**config.mk**
```make
export PLATFORM = sky130hd
export DESIGN_NAME = dma_fifo_exmem
export DESIGN_NICKNAME = d
export VERILOG_FILES = /design/src/rtl/dma_fifo_exmem.sv
export SDC_FILE = /design/constraint.sdc
export NUM_CORES = 1
export LEC_CHECK = 0
export ABC_AREA = 1
export BUFFER_PORTS_ARGS = -buffer_cell sky130_fd_sc_hd__buf_2
export CORE_MARGIN = 3
export CORE_UTILIZATION = 37
export CTS_CLUSTER_SIZE = 30
export DETAILED_ROUTE_END_ITERATION = 8
export HOLD_SLACK_MARGIN = 0.08
export PLACE_DENSITY = 0.88
export SLEW_MARGIN = 0
export SYNTH_ARGS = -nofsm -noshare
export SYNTH_HDL_FRONTEND = slang
export SYNTH_SLANG_ARGS = --single-unit
```
**constraint.sdc**
```tcl
create_clock -name clk -period 3 [get_ports clk]
set_input_delay 0.6 -clock clk [delete_from_list [all_inputs] [get_ports clk]]
set_output_delay 0.6 -clock clk [all_outputs]
set_load 0.05 [all_outputs]
```
**src/rtl/dma_fifo_exmem.sv**
```systemverilog
// FIFO controller whose storage is an external dual-port RAM; head entry shown fall-through.
// Latency: a push into an empty FIFO is visible on data_out the cycle after the push edge.
// Backpressure: push ignored while full, pull ignored while empty; caller holds requests.
// Optional sticky overflow/underflow outputs exist when DMA_FIFO_ERR_EN is defined.
module dma_fifo_exmem #(
  parameter int DWIDTH = 32,
  parameter int AWIDTH = 5
) (
  input  logic              clk,
  input  logic              rst,
  input  logic              push,
  input  logic              pull,
  input  logic [DWIDTH-1:0] data_in,
  output logic [DWIDTH-1:0] data_out,
  output logic [AWIDTH:0]   depth_left,
  output logic              full,
  output logic              empty,
  output logic              mem_wr_en,
  output logic [AWIDTH-1:0] mem_wr_addr,
  output logic [DWIDTH-1:0] mem_wr_data,
  output logic [AWIDTH-1:0] mem_rd_addr,
  input  logic [DWIDTH-1:0] mem_rd_data
`ifdef DMA_FIFO_ERR_EN
  ,
  output logic              overflow,
  output logic              underflow
`endif
);

  // Pointers carry one extra wrap bit so full and empty can be told apart.
  logic [AWIDTH:0] wp;
  logic [AWIDTH:0] rp;
  logic [AWIDTH:0] count;
  logic [AWIDTH:0] depth_total;
  logic            push_ok;
  logic            pull_ok;

  assign depth_total = {1'b1, {AWIDTH{1'b0}}};
  assign count       = wp - rp;

  assign empty      = (wp == rp);
  assign full       = (wp[AWIDTH-1:0] == rp[AWIDTH-1:0]) && (wp[AWIDTH] != rp[AWIDTH]);
  assign depth_left = depth_total - count;

  // The write strobe is held off during reset so the RAM is never touched then.
  assign push_ok = push && !full && !rst;
  assign pull_ok = pull && !empty;

  assign mem_wr_en   = push_ok;
  assign mem_wr_addr = wp[AWIDTH-1:0];
  assign mem_wr_data = data_in;
  assign mem_rd_addr = rp[AWIDTH-1:0];
  assign data_out    = mem_rd_data;

  // Advance the write pointer on each accepted push.
  always_ff @(posedge clk or posedge rst) begin
    if (rst) begin
      wp <= '0;
    end else if (push_ok) begin
      wp <= wp + 1'b1;
    end
  end

  // Advance the read pointer on each accepted pull.
  always_ff @(posedge clk or posedge rst) begin
    if (rst) begin
      rp <= '0;
    end else if (pull_ok) begin
      rp <= rp + 1'b1;
    end
  end

`ifdef DMA_FIFO_ERR_EN
  // Sticky error flags: record any request that was refused; only reset clears them.
  always_ff @(posedge clk or posedge rst) begin
    if (rst) begin
      overflow  <= 1'b0;
      underflow <= 1'b0;
    end else begin
      if (push && full) begin
        overflow <= 1'b1;
      end
      if (pull && empty) begin
        underflow <= 1'b1;
      end
    end
  end
`endif

endmodule

```
==> out/results.md, run 1 <==
| Item | Value |
|---|---|
| Chip Width | 70.29 um |
| Post-Place Setup Slack | 0.2435 ns |
| Family of cells with the greatest summed delay on the critical path | adder cells |
| Slew at the pin with the worst max-slew slack | 0.3427 ns |
| Number of distinct library cell variants in the gate-level netlist after synthesis | 23 |
| Via count of the first global-routing pass | 950 |
| Worst rel slew slack | 76.98% |
| Max Clock Skew | 0.004591 ns |
| Outcome | completed |
| Maximum number of buffers from clock root to sink | 2 |
| Number of rows in the core area | 22 |
| Syn Std Cell Area | 0.001529 mm^2 |
| Clk Tree Root Cell | sky130_fd_sc_hd__clkbuf_8 |
| Tightest Hold Check Type | in -> async |
| Kind of critical path | reg -> out |
| Global route overflow | 0 |
| Worst setup slack after layout | 0.1416 ns |
| RSZ-0062 raised after global routing | false |
| Setup Viol. Count Final | 0 |
| F_max | 349.8 MHz |
| Worst-path maximum fanout | 3 |
| Required time of the critical path | 2.40 ns |
| Power density normalized to cell area | 1729 mW/mm^2 |
| Total count of hold-check failures in the final report | 0 |
| Wire length of the first global-routing pass | 4.678 mm |
| Cell with the largest stage delay on the worst path | sky130_fd_sc_hd__dfrtp_1 |
| Share of the yosys chip area belonging to registers | 19.64% |
| Number of ports placed on the die boundary | 151 |
| Clock Pin Slew Worst Setup and Hold Paths | 0.05 ns |
| Die Y-Extent | 70.29 um |
| Core region area | 0.003826 mm^2 |
| Nature of the critical path startpoint | register |
| Count of input and output buffers | 22 |
| Flop2flop setup slack | 1.38 ns |
| Die Outline Area | 0.004940 mm^2 |
| Number of instances in the synthesized netlist | 201 |
| Via density | 4.721 |
| Layout Cell Area excl Fill | 0.001197 mm^2 |
| Slowest stage delay, CP | 0.38 ns |
| Detail Route Antenna Nets | 0 |
| Maxcap violations | 0 |
| Worst Setup End Kind | output pin |
| Fill count | 399 |
| HPWL after detailed placement | 2.361 mm |
| Total Routed Length | 2.891 mm |
| Number of nets in the finished design | 235 |
| Fraction of the cycle the final worst path needs | 95.28% |
| Static leakage | 0.6878 nW |
| Routed wire length per instance | 14.38 um |
| Design Power | 2.070 mW |
| Number of clock buffers inserted by TritonCTS | 3 |
| Pre-antenna DRT Iters | 4 |
| Starting DRC count in detailed routing | 46 |
| Net Count, Synth | 281 |
| Hold_buf cts | 0 |
| Number of flip-flops and latches in the synthesized netlist | 12 |
| Worst vdd rail ir drop | 0.4992 mV |
| Average footprint of a synthesized cell | 7.607 um^2 |
| Worst-path cell chain | inv_1 -> ha_1 -> ha_1 -> fa_2 -> a21oi_1 -> nor2_1 -> nor2_1 -> inv_1 -> nand2_1 -> nand2_1 -> buf_4 |
| TritonCTS clock tree | yes |
| Routability cong. | 0.7878 |
| Clock period minus final worst setup slack | 2.858 ns |
| Antenna violations before repair | 0 |
| Area growth from synthesis to layout | -21.69% |
| CTS Sinks | 12 |
| WP data arrival | 2.26 ns |
| H-Tree Level Count | 1 |
| Number of warning messages in the yosys log | 0 |
| Clock latency on the worst-skew pair | 0.24 ns |
| Total Negative Setup Slacks | 0 ns |
| Share of cells above drive strength 1 | 26.80% |
| Placed Instance Area | 0.001135 mm^2 |
| Routed vias | 949 |
| Drt drc | 0 |
| Starting Density | 39.96% |
| Number of antenna diodes | 0 |
| Slew Limit Fails | 0 |
| Number of buffers and inverters on the critical path | 3 |
| Maximum number of pins on one net before global-route repair | 15 |
| Total GRT Usage | 11.86% |
==> logic make-up after synthesis <==
family	after synthesis	share of synthesized area, %
buf+inv	97	42.72
fa+ha+maj	12	10.31
simple gates	69	22.01
flops	12	19.64
xor+xnor	7	4.010
compound gates	4	1.309
==> worst min-delay path, stage by stage <==
cell	delay (ns)
sky130_fd_sc_hd__buf_2	0.12
sky130_fd_sc_hd__inv_1	0.07
sky130_fd_sc_hd__buf_4	0.22
==> layout make-up <==
type	count	area, um^2	area share, %
Timing Repair Buffer	25	135.1	11.29
Clock buffer	3	41.29	3.448
Inverter	21	81.33	6.792
Multi-Input combinational cell	92	578.1	48.28
Tap cell	48	60.06	5.016
Sequential cell	12	301.5	25.18
==> sequential cells by signal, summed over array words and instances (netlist names) <==
name,flops
wp,6
rp,6
==> power by group <==
part | internal, mW | switching [mW] | total, mW
registers | 0.221 | 0.0822 | 0.304
logic | 0.421 | 1.20 | 1.62
clock network | 0.0886 | 0.0606 | 0.149
total | 0.731 | 1.34 | 2.07
==> layout by cell type (no fill, tap or decap) <==
cell type	synthesis	final
sky130_fd_sc_hd__xor2_1	3	3
sky130_fd_sc_hd__nor3_1	1	1
sky130_fd_sc_hd__nand4_1	6	6
sky130_fd_sc_hd__nand2_4	3	3
sky130_fd_sc_hd__o21ai_0	1	1
sky130_fd_sc_hd__nand2_1	41	41
sky130_fd_sc_hd__a21oi_1	2	2
sky130_fd_sc_hd__o21ai_1	1	1
sky130_fd_sc_hd__nor2_4	1	1
sky130_fd_sc_hd__dfrtp_2	0	1
sky130_fd_sc_hd__buf_4	74	4
sky130_fd_sc_hd__nor2_1	6	6
sky130_fd_sc_hd__dfrtp_1	12	11
sky130_fd_sc_hd__clkbuf_8	0	3
sky130_fd_sc_hd__inv_1	19	19
sky130_fd_sc_hd__fa_2	0	1
sky130_fd_sc_hd__nand3_2	3	3
sky130_fd_sc_hd__inv_4	1	1
sky130_fd_sc_hd__xnor2_1	4	4
sky130_fd_sc_hd__nand2_2	2	2
sky130_fd_sc_hd__ha_1	11	11
sky130_fd_sc_hd__buf_2	1	21
sky130_fd_sc_hd__inv_2	1	1
sky130_fd_sc_hd__nand3_1	6	6
==> timing repair <==
action                                 CTS  global route
resized for setup                        1             2
setup buffers                            0             2
endpoints found under the hold margin    0             0
setup endpoints to repair                1             1
==> metal layers <==
layer	wire length (um)	GRT usage, %	vias up
met5	0	0	-
met4	78	4.255	0
met3	359	7.194	14
met2	1417	20.17	54
met1	1035	11.78	429
li1	-	-	452
==> metrics by stage <==
step / cells / util, % / hold slack (ns)
CTS: 199 / 30.80 / 0.4108
floorplan: 201 / - / 0.4620
global placement: 196 / 29.66 / 0.4859
global route: 201 / 31.30 / 0.4295
finish: 201 / 31.30 / 0.4072
detailed placement: 196 / 29.66 / 0.4897
==> path summary, 6_finish.rpt <==
| kind | startpoint | endpoint | depth (start not counted) |
|---|---|---|---|
| max | wp[1] | depth_left[5] | 11 |
| min | rst | wp[4] | 3 |
| max reg2reg | rp[2] | rp[3] | 8 |
| min reg2reg | wp[5] | wp[5] | 2 |
| max in group asynchronous | rst | rp[1] | 3 |
| min in group clk | wp[5] | wp[5] | 2 |
==> cell usage after synthesis <==
cell / instances / area share, %
sky130_fd_sc_hd__inv_2: 1 / 0.25
sky130_fd_sc_hd__a21oi_1: 2 / 0.65
sky130_fd_sc_hd__nand2_1: 41 / 10
sky130_fd_sc_hd__xor2_1: 3 / 1.7
sky130_fd_sc_hd__nand4_1: 6 / 2.5
sky130_fd_sc_hd__o21ai_0: 1 / 0.33
sky130_fd_sc_hd__xnor2_1: 4 / 2.3
sky130_fd_sc_hd__nor3_1: 1 / 0.33
sky130_fd_sc_hd__o21ai_1: 1 / 0.33
sky130_fd_sc_hd__dfrtp_1: 12 / 20
sky130_fd_sc_hd__ha_1: 11 / 9.0
sky130_fd_sc_hd__nand3_2: 3 / 2.0
sky130_fd_sc_hd__fa_1: 1 / 1.3
sky130_fd_sc_hd__buf_2: 1 / 0.33
sky130_fd_sc_hd__buf_4: 74 / 36
sky130_fd_sc_hd__inv_4: 1 / 0.41
sky130_fd_sc_hd__nor2_4: 1 / 0.74
sky130_fd_sc_hd__nand2_2: 2 / 0.82
sky130_fd_sc_hd__nand2_4: 3 / 2.2
sky130_fd_sc_hd__nor2_1: 6 / 1.5
sky130_fd_sc_hd__buf_6: 1 / 0.74
sky130_fd_sc_hd__nand3_1: 6 / 2.0
sky130_fd_sc_hd__inv_1: 19 / 4.7
Note: power is estimated with default switching activity, not from simulation.
==> inputs of run 2 (changes only) <==
CORE_UTILIZATION = 39   (was 37)
PLACE_DENSITY = 0.92   (was 0.88)
clock period = 3.6 ns   (was 3 ns; I/O delays follow)
==> run 2 against run 1 <==
Total power decreased by 17%; global-route usage decreased by 0.096 points; utilization grew 0.73 points; critical path depth fell by 1; setup slack improved by 0.35 ns; via count shrank 2.0%; sequential share of layout area grew 0.054 points; flip-flop and latch count unchanged; non-clock buffer count fell by 2; first-iteration DRC count is 39% higher; routed wire length decreased by 12%; register-to-register slack improved by 0.60 ns; critical path type unchanged; critical endpoint unchanged; largest cell class unchanged.
==> out/results.md, run 2 (same netlist as run 1, synthesis figures left out) <==
| Item | Value | Change |
|---|---|---|
| Routability cong. | 0.7914 | +0.46% |
| Commonest cells after routing, fill and taps aside | sky130_fd_sc_hd__nand2_1, sky130_fd_sc_hd__buf_2, sky130_fd_sc_hd__inv_1 |  |
| Hold_buf cts | 0 | unchanged |
| Share of cells above drive strength 1 | 25.00% | -1.8 points |
| Starting DRC count in detailed routing | 64 | +39% |
| Number of buffers and inverters on the critical path | 2 | -1 |
| Number of nets in the finished design | 233 | -0.85% |
| Worst-path cell chain | inv_1 -> ha_1 -> ha_1 -> fa_1 -> a21oi_1 -> nor2_1 -> nor2_1 -> nand2_1 -> nand2_1 -> buf_2 |  |
| Layout Cell Area excl Fill | 0.001190 mm^2 | -0.63% |
| Chip Width | 68.62 um | -2.4% |
| Maximum number of pins on one net before global-route repair | 15 | unchanged |
| Count of input and output buffers | 22 | unchanged |
| Maxcap violations | 0 | unchanged |
| Number of ports placed on the die boundary | 151 | unchanged |
| Family of cells with the greatest summed delay on the critical path | adder cells |  |
| Most common cell after layout, fill and taps aside | sky130_fd_sc_hd__nand2_1 |  |
| H-Tree Level Count | 1 | unchanged |
| Nature of the critical path startpoint | register |  |
| RSZ-0062 raised after global routing | false |  |
| Setup Viol. Count Final | 0 | unchanged |
| F_max | 321.9 MHz |  |
| Outcome | completed |  |
| Power density normalized to cell area | 1443 mW/mm^2 | -17% |
| Post CTS Setup Buffer Count | 0 | unchanged |
| Worst-path maximum fanout | 5 | +2 |
| Die Y-Extent | 68.62 um | -2.4% |
| Clock latency on the worst-skew pair | 0.25 ns | about the same |
| Leading registers by flop count | rp: 6 flops, wp: 6 flops |  |
| CTS Sinks | 12 | unchanged |
| Routed wire length per instance | 12.70 um | -12% |
| Slowest stage delay, CP | 0.40 ns | +0.02 ns |
| Reg2reg end | rp[1] |  |
| Die Outline Area | 0.004708 mm^2 | -4.7% |
| Number of antenna diodes | 0 | unchanged |
| Slew Limit Fails | 0 | unchanged |
| Clk Tree Root Cell | sky130_fd_sc_hd__clkbuf_8 |  |
| Worst Setup End Kind | output pin |  |
| Pre-antenna DRT Iters | 4 | unchanged |
| Static leakage | 0.6867 nW | -0.16% |
| Startpoint of the most critical register-to-register path | rp[2] |  |
| Clock Pin Slew Worst Setup and Hold Paths | 0.06 ns | about the same |
| Kind of critical path | reg -> out |  |
| Number of instances resized during post-cts repair | 0 | -1 |
| Total GRT Usage | 11.77% | -0.096 points |
| Number of clock buffers inserted by TritonCTS | 3 | unchanged |
| Critical path launch point | wp[1] |  |
| Total Routed Length | 2.540 mm | -12% |
| Via count of the first global-routing pass | 976 | +2.7% |
| Worst vdd rail ir drop | 0.6387 mV | +28% |
| Tightest Hold Check Type | in -> async |  |
| Global route overflow | 0 | unchanged |
| Total count of hold-check failures in the final report | 0 | unchanged |
| WP data arrival | 2.39 ns | +0.13 ns |
| Area growth from synthesis to layout | -22.18% |  |
| Flop2flop setup slack | 1.98 ns | +0.60 ns |
| Required time of the critical path | 2.88 ns | +0.48 ns |
| Slew at the pin with the worst max-slew slack | 0.2862 ns | -0.05650 ns |
| Antenna violations before repair | 0 | unchanged |
| Levels on crit path | 10 | -1 |
| Placed Instance Area | 0.001135 mm^2 | unchanged |
| Routed vias | 930 | -2.0% |
| Detail Route Antenna Nets | 0 | unchanged |
| Depth of the most critical reg-to-reg path | 8 | unchanged |
| Worst rel slew slack | 80.77% | +3.8 points |
| Post-Place Setup Slack | 0.7709 ns | +0.5274 ns |
| Drt drc | 0 | unchanged |
| Fraction of the cycle the final worst path needs | 86.30% |  |
| Via density | 4.650 | -1.5% |
| Clock period minus final worst setup slack | 3.107 ns |  |
| Total Negative Setup Slacks | 0 ns | unchanged |
| HPWL after detailed placement | 1.995 mm | -15% |
| Max Clock Skew | 0.001824 ns | -0.002767 ns |
| Starting Density | 41.14% | +1.2 points |
| Number of rows in the core area | 22 | unchanged |
| Critical path endpoint | depth_left[5] |  |
| Worst setup slack after layout | 0.4931 ns | +0.3516 ns |
| Cell with the largest stage delay on the worst path | sky130_fd_sc_hd__dfrtp_1 |  |
| Final core utilization | 32.02% | +0.73 points |
| Core region area | 0.003716 mm^2 | -2.9% |
| Maximum number of buffers from clock root to sink | 2 | unchanged |
| Wire length of the first global-routing pass | 4.257 mm | -9.0% |
| TritonCTS clock tree | yes |  |
[run 2: power by group]
part,switching [mW],internal (mW),total (mW)
Sequential,0.0703,0.183,0.254
Clock,0.0538,0.0969,0.151
Combinational,0.989,0.324,1.31
Total,1.11,0.604,1.72
[run 2: final cells by class]
type                       instances  area [um^2]
fill                             406         2526
timing repair buffer              23        117.6
multi-input combinational         92        575.6
inverter                          21        81.33
clock buffer                       4        55.05
sequential                        12        300.3
tap                               48        60.06
[run 2: metrics by stage]
step                      cells  power, mW  hold WS [ns]
final                       200      1.717        0.5164
after global routing        200      1.835        0.5382
after CTS                   200      1.739        0.5129
after detailed placement    196      1.576        0.4956
after global placement      196      1.558        0.4874
after floorplan             201      1.574        0.4620
[run 2: how the worst min path moves through the flow]
stage | slack [ns] | to | cells after the start | start
2_1_floorplan | 0.46 | wp[5] | 2 | wp[5]
3_3_place_gp | 0.49 | wp[5] | 2 | wp[5]
3_5_place_dp | 0.50 | wp[5] | 2 | wp[5]
4_1_cts | 0.51 | wp[5] | 2 | wp[5]
5_1_grt | 0.54 | wp[1] | 3 | rst
6_report | 0.52 | wp[3] | 3 | rst
[run 2: worst register-to-register path, cell delays in order (launching register included)]
cell                      delay, ns
sky130_fd_sc_hd__dfrtp_1       0.46
sky130_fd_sc_hd__ha_1          0.38
sky130_fd_sc_hd__nand2_1       0.12
sky130_fd_sc_hd__nor2_4        0.17
sky130_fd_sc_hd__nand2_2       0.09
sky130_fd_sc_hd__nand2_4       0.11
sky130_fd_sc_hd__inv_2         0.07
sky130_fd_sc_hd__nand2_1       0.06
sky130_fd_sc_hd__nand2_1       0.05
[run 2: routing by layer]
metal	vias up	global-route usage [%]	part of all wire [%]
met2	38	20.02	48
met4	0	7.444	3.9
met3	24	6.159	11
li1	446	-	-
met5	-	0	0
met1	422	11.00	37
==> inputs of run 3 (changes only) <==
CORE_ASPECT_RATIO = 0.9   (was unset)
==> run 3 against run 2 <==
Largest power group unchanged; critical path type unchanged; global-route usage shrank 0.60 points; flip-flop and latch count is the same; via count grew 3.3%; sequential share of layout area grew 0.40 points.
==> out/results.md, run 3 (same netlist as run 1, synthesis figures left out) <==
| Item | Value | Change |
|---|---|---|
| Via count of the first global-routing pass | 946 | -3.1% |
| F_max | 327.2 MHz | +1.7% |
| Area growth from synthesis to layout | -23.40% |  |
| Drt drc | 0 | unchanged |
| Power density normalized to cell area | 1435 mW/mm^2 | -0.58% |
| Nature of the critical path startpoint | register |  |
| Clock latency on the worst-skew pair | 0.24 ns | about the same |
| Cell with the largest stage delay on the worst path | sky130_fd_sc_hd__dfrtp_1 |  |
| Clk Tree Root Cell | sky130_fd_sc_hd__clkbuf_8 |  |
| Starting DRC count in detailed routing | 51 | -20% |
| WP data arrival | 2.34 ns | -0.05 ns |
| Maxcap violations | 0 | unchanged |
| Kind of critical path | reg -> out |  |
| Max Clock Skew | 0.006251 ns | +0.004427 ns |
| Worst-path maximum fanout | 5 | unchanged |
| Family of cells with the greatest summed delay on the critical path | adder cells |  |
| Number of clock buffers inserted by TritonCTS | 3 | unchanged |
| Core region area | 0.003578 mm^2 | -3.7% |
| Number of instances resized during post-cts repair | 0 | unchanged |
| Global route overflow | 0 | unchanged |
| Antenna violations before repair | 0 | unchanged |
| Chip Width | 72 um | +4.9% |
| RSZ-0062 raised after global routing | false |  |
| Clock period minus final worst setup slack | 3.056 ns | -0.05053 ns |
| Worst Setup End Kind | output pin |  |
| Static leakage | 0.6795 nW | -1.0% |
| Maximum number of pins on one net before global-route repair | 15 | unchanged |
| Number of buffers and inverters on the critical path | 2 | unchanged |
| Clock Pin Slew Worst Setup and Hold Paths | 0.06 ns | about the same |
| Slew at the pin with the worst max-slew slack | 0.2835 ns | -0.002685 ns |
| Routability cong. | 0.8467 | +7.0% |
| Total Negative Setup Slacks | 0 ns | unchanged |
| Depth of the most critical reg-to-reg path | 9 | +1 |
| Worst rel slew slack | 80.95% | +0.18 points |
| Pre-antenna DRT Iters | 4 | unchanged |
| Hold_buf cts | 0 | unchanged |
| Wire length of the first global-routing pass | 4.174 mm | -1.9% |
| Fraction of the cycle the final worst path needs | 84.90% | -1.4 points |
| Share of cells above drive strength 1 | 24.50% | -0.50 points |
| HPWL after detailed placement | 2.024 mm | +1.4% |
| Post CTS Setup Buffer Count | 0 | unchanged |
| Cell count after placement | 192 | -2.0% |
| Fin cells | 195 | -2.5% |
| Outcome | completed |  |
| Tightest Hold Check Type | in -> async |  |
| CTS Sinks | 12 | unchanged |
| Commonest cells after routing, fill and taps aside | sky130_fd_sc_hd__nand2_1, sky130_fd_sc_hd__buf_2, sky130_fd_sc_hd__inv_1 |  |
| Number of ports placed on the die boundary | 151 | unchanged |
| Most common cell after layout, fill and taps aside | sky130_fd_sc_hd__nand2_1 |  |
| Fill count | 391 | -3.7% |
| Number of rows in the core area | 20 | -9.1% |
| Number of antenna diodes | 0 | unchanged |
| Total GRT Usage | 11.17% | -0.60 points |
| Design Power | 1.680 mW | -2.1% |
| Flop2flop setup slack | 1.96 ns | -0.02 ns |
| Detail Route Antenna Nets | 0 | unchanged |
| Count of input and output buffers | 22 | unchanged |
| Slowest stage delay, CP | 0.42 ns | +0.02 ns |
| Levels on crit path | 10 | unchanged |
| Footprint of the multi-input gates | 575.6 um^2 | unchanged |
| Worst-path cell chain | inv_1 -> ha_1 -> ha_1 -> fa_1 -> a21oi_1 -> nor2_1 -> nor2_1 -> nand2_1 -> nand2_1 -> buf_2 |  |
| Total count of hold-check failures in the final report | 0 | unchanged |
| Total Routed Length | 2.558 mm | +0.71% |
| TritonCTS clock tree | yes |  |
| Die Outline Area | 0.004709 mm^2 | about the same |
| Number of nets in the finished design | 233 | unchanged |
| Slew Limit Fails | 0 | unchanged |
| Storage cell area | 300.3 um^2 | unchanged |
| Required time of the critical path | 2.88 ns | about the same |
| Routed wire length per instance | 13.12 um | +3.3% |
| H-Tree Level Count | 1 | unchanged |
| Maximum number of buffers from clock root to sink | 2 | unchanged |
| Setup Viol. Count Final | 0 | unchanged |
| Leading registers by flop count | rp: 6 flops, wp: 6 flops |  |
| Worst vdd rail ir drop | 0.6935 mV | +8.6% |
| Die Y-Extent | 65.40 um | -4.7% |
| Routed vias | 961 | +3.3% |
| Starting Density | 42.73% | +1.6 points |
| Via density | 4.928 | +6.0% |
[run 3: worst paths after layout]
check,from,end
max reg2reg,wp[2],rp[0]
min,rst,wp[4]
min in group clk,wp[5],wp[5]
max,wp[1],depth_left[5]
max in group asynchronous,rst,rp[5]
min reg2reg,wp[5],wp[5]
[run 3: area by class of cell]
type                       instances  share of cell area, %
sequential                        12                  25.64
multi-input combinational         92                  49.15
inverter                          21                  6.944
timing repair buffer              23                  10.04
tap                               44                  4.701
clock buffer                       3                  3.526
[run 3: per-layer routing]
metal	vias to the layer above	track usage (%)	wire length [um]
li1	454	-	-
met1	441	12.77	1104
met2	46	17.09	1060
met3	20	5.963	288
met4	0	5.164	104
met5	-	0	0
[run 3: power breakdown]
group | internal, mW | switching [mW] | total (mW)
Sequential | 0.183 | 0.0707 | 0.254
Combinational | 0.324 | 0.977 | 1.30
Clock | 0.0738 | 0.0511 | 0.125
Total | 0.581 | 1.10 | 1.68
[run 3: worst register-to-register path: cells and delay by family (launching register included)]
kind	cells	cell delay (ns)
and+or+nand+nor	6	0.61
DFF	1	0.42
adders and majority gates	1	0.35
buffers and inverters	2	0.15
[run 3: metrics by stage]
stage / instance area [um^2] / worst slack (ns) / utilization (%) / hold WS [ns]
4_1_cts: 1171 / 0.5371 / 32.73 / 0.5298
2_1_floorplan: 1529 / 0.7959 / - / 0.4620
6_report: 1171 / 0.5436 / 32.73 / 0.5234
5_1_grt: 1171 / 0.4164 / 32.73 / 0.5486
3_3_place_gp: 1130 / 0.8497 / 31.57 / 0.4879
3_5_place_dp: 1130 / 0.8031 / 31.57 / 0.5177
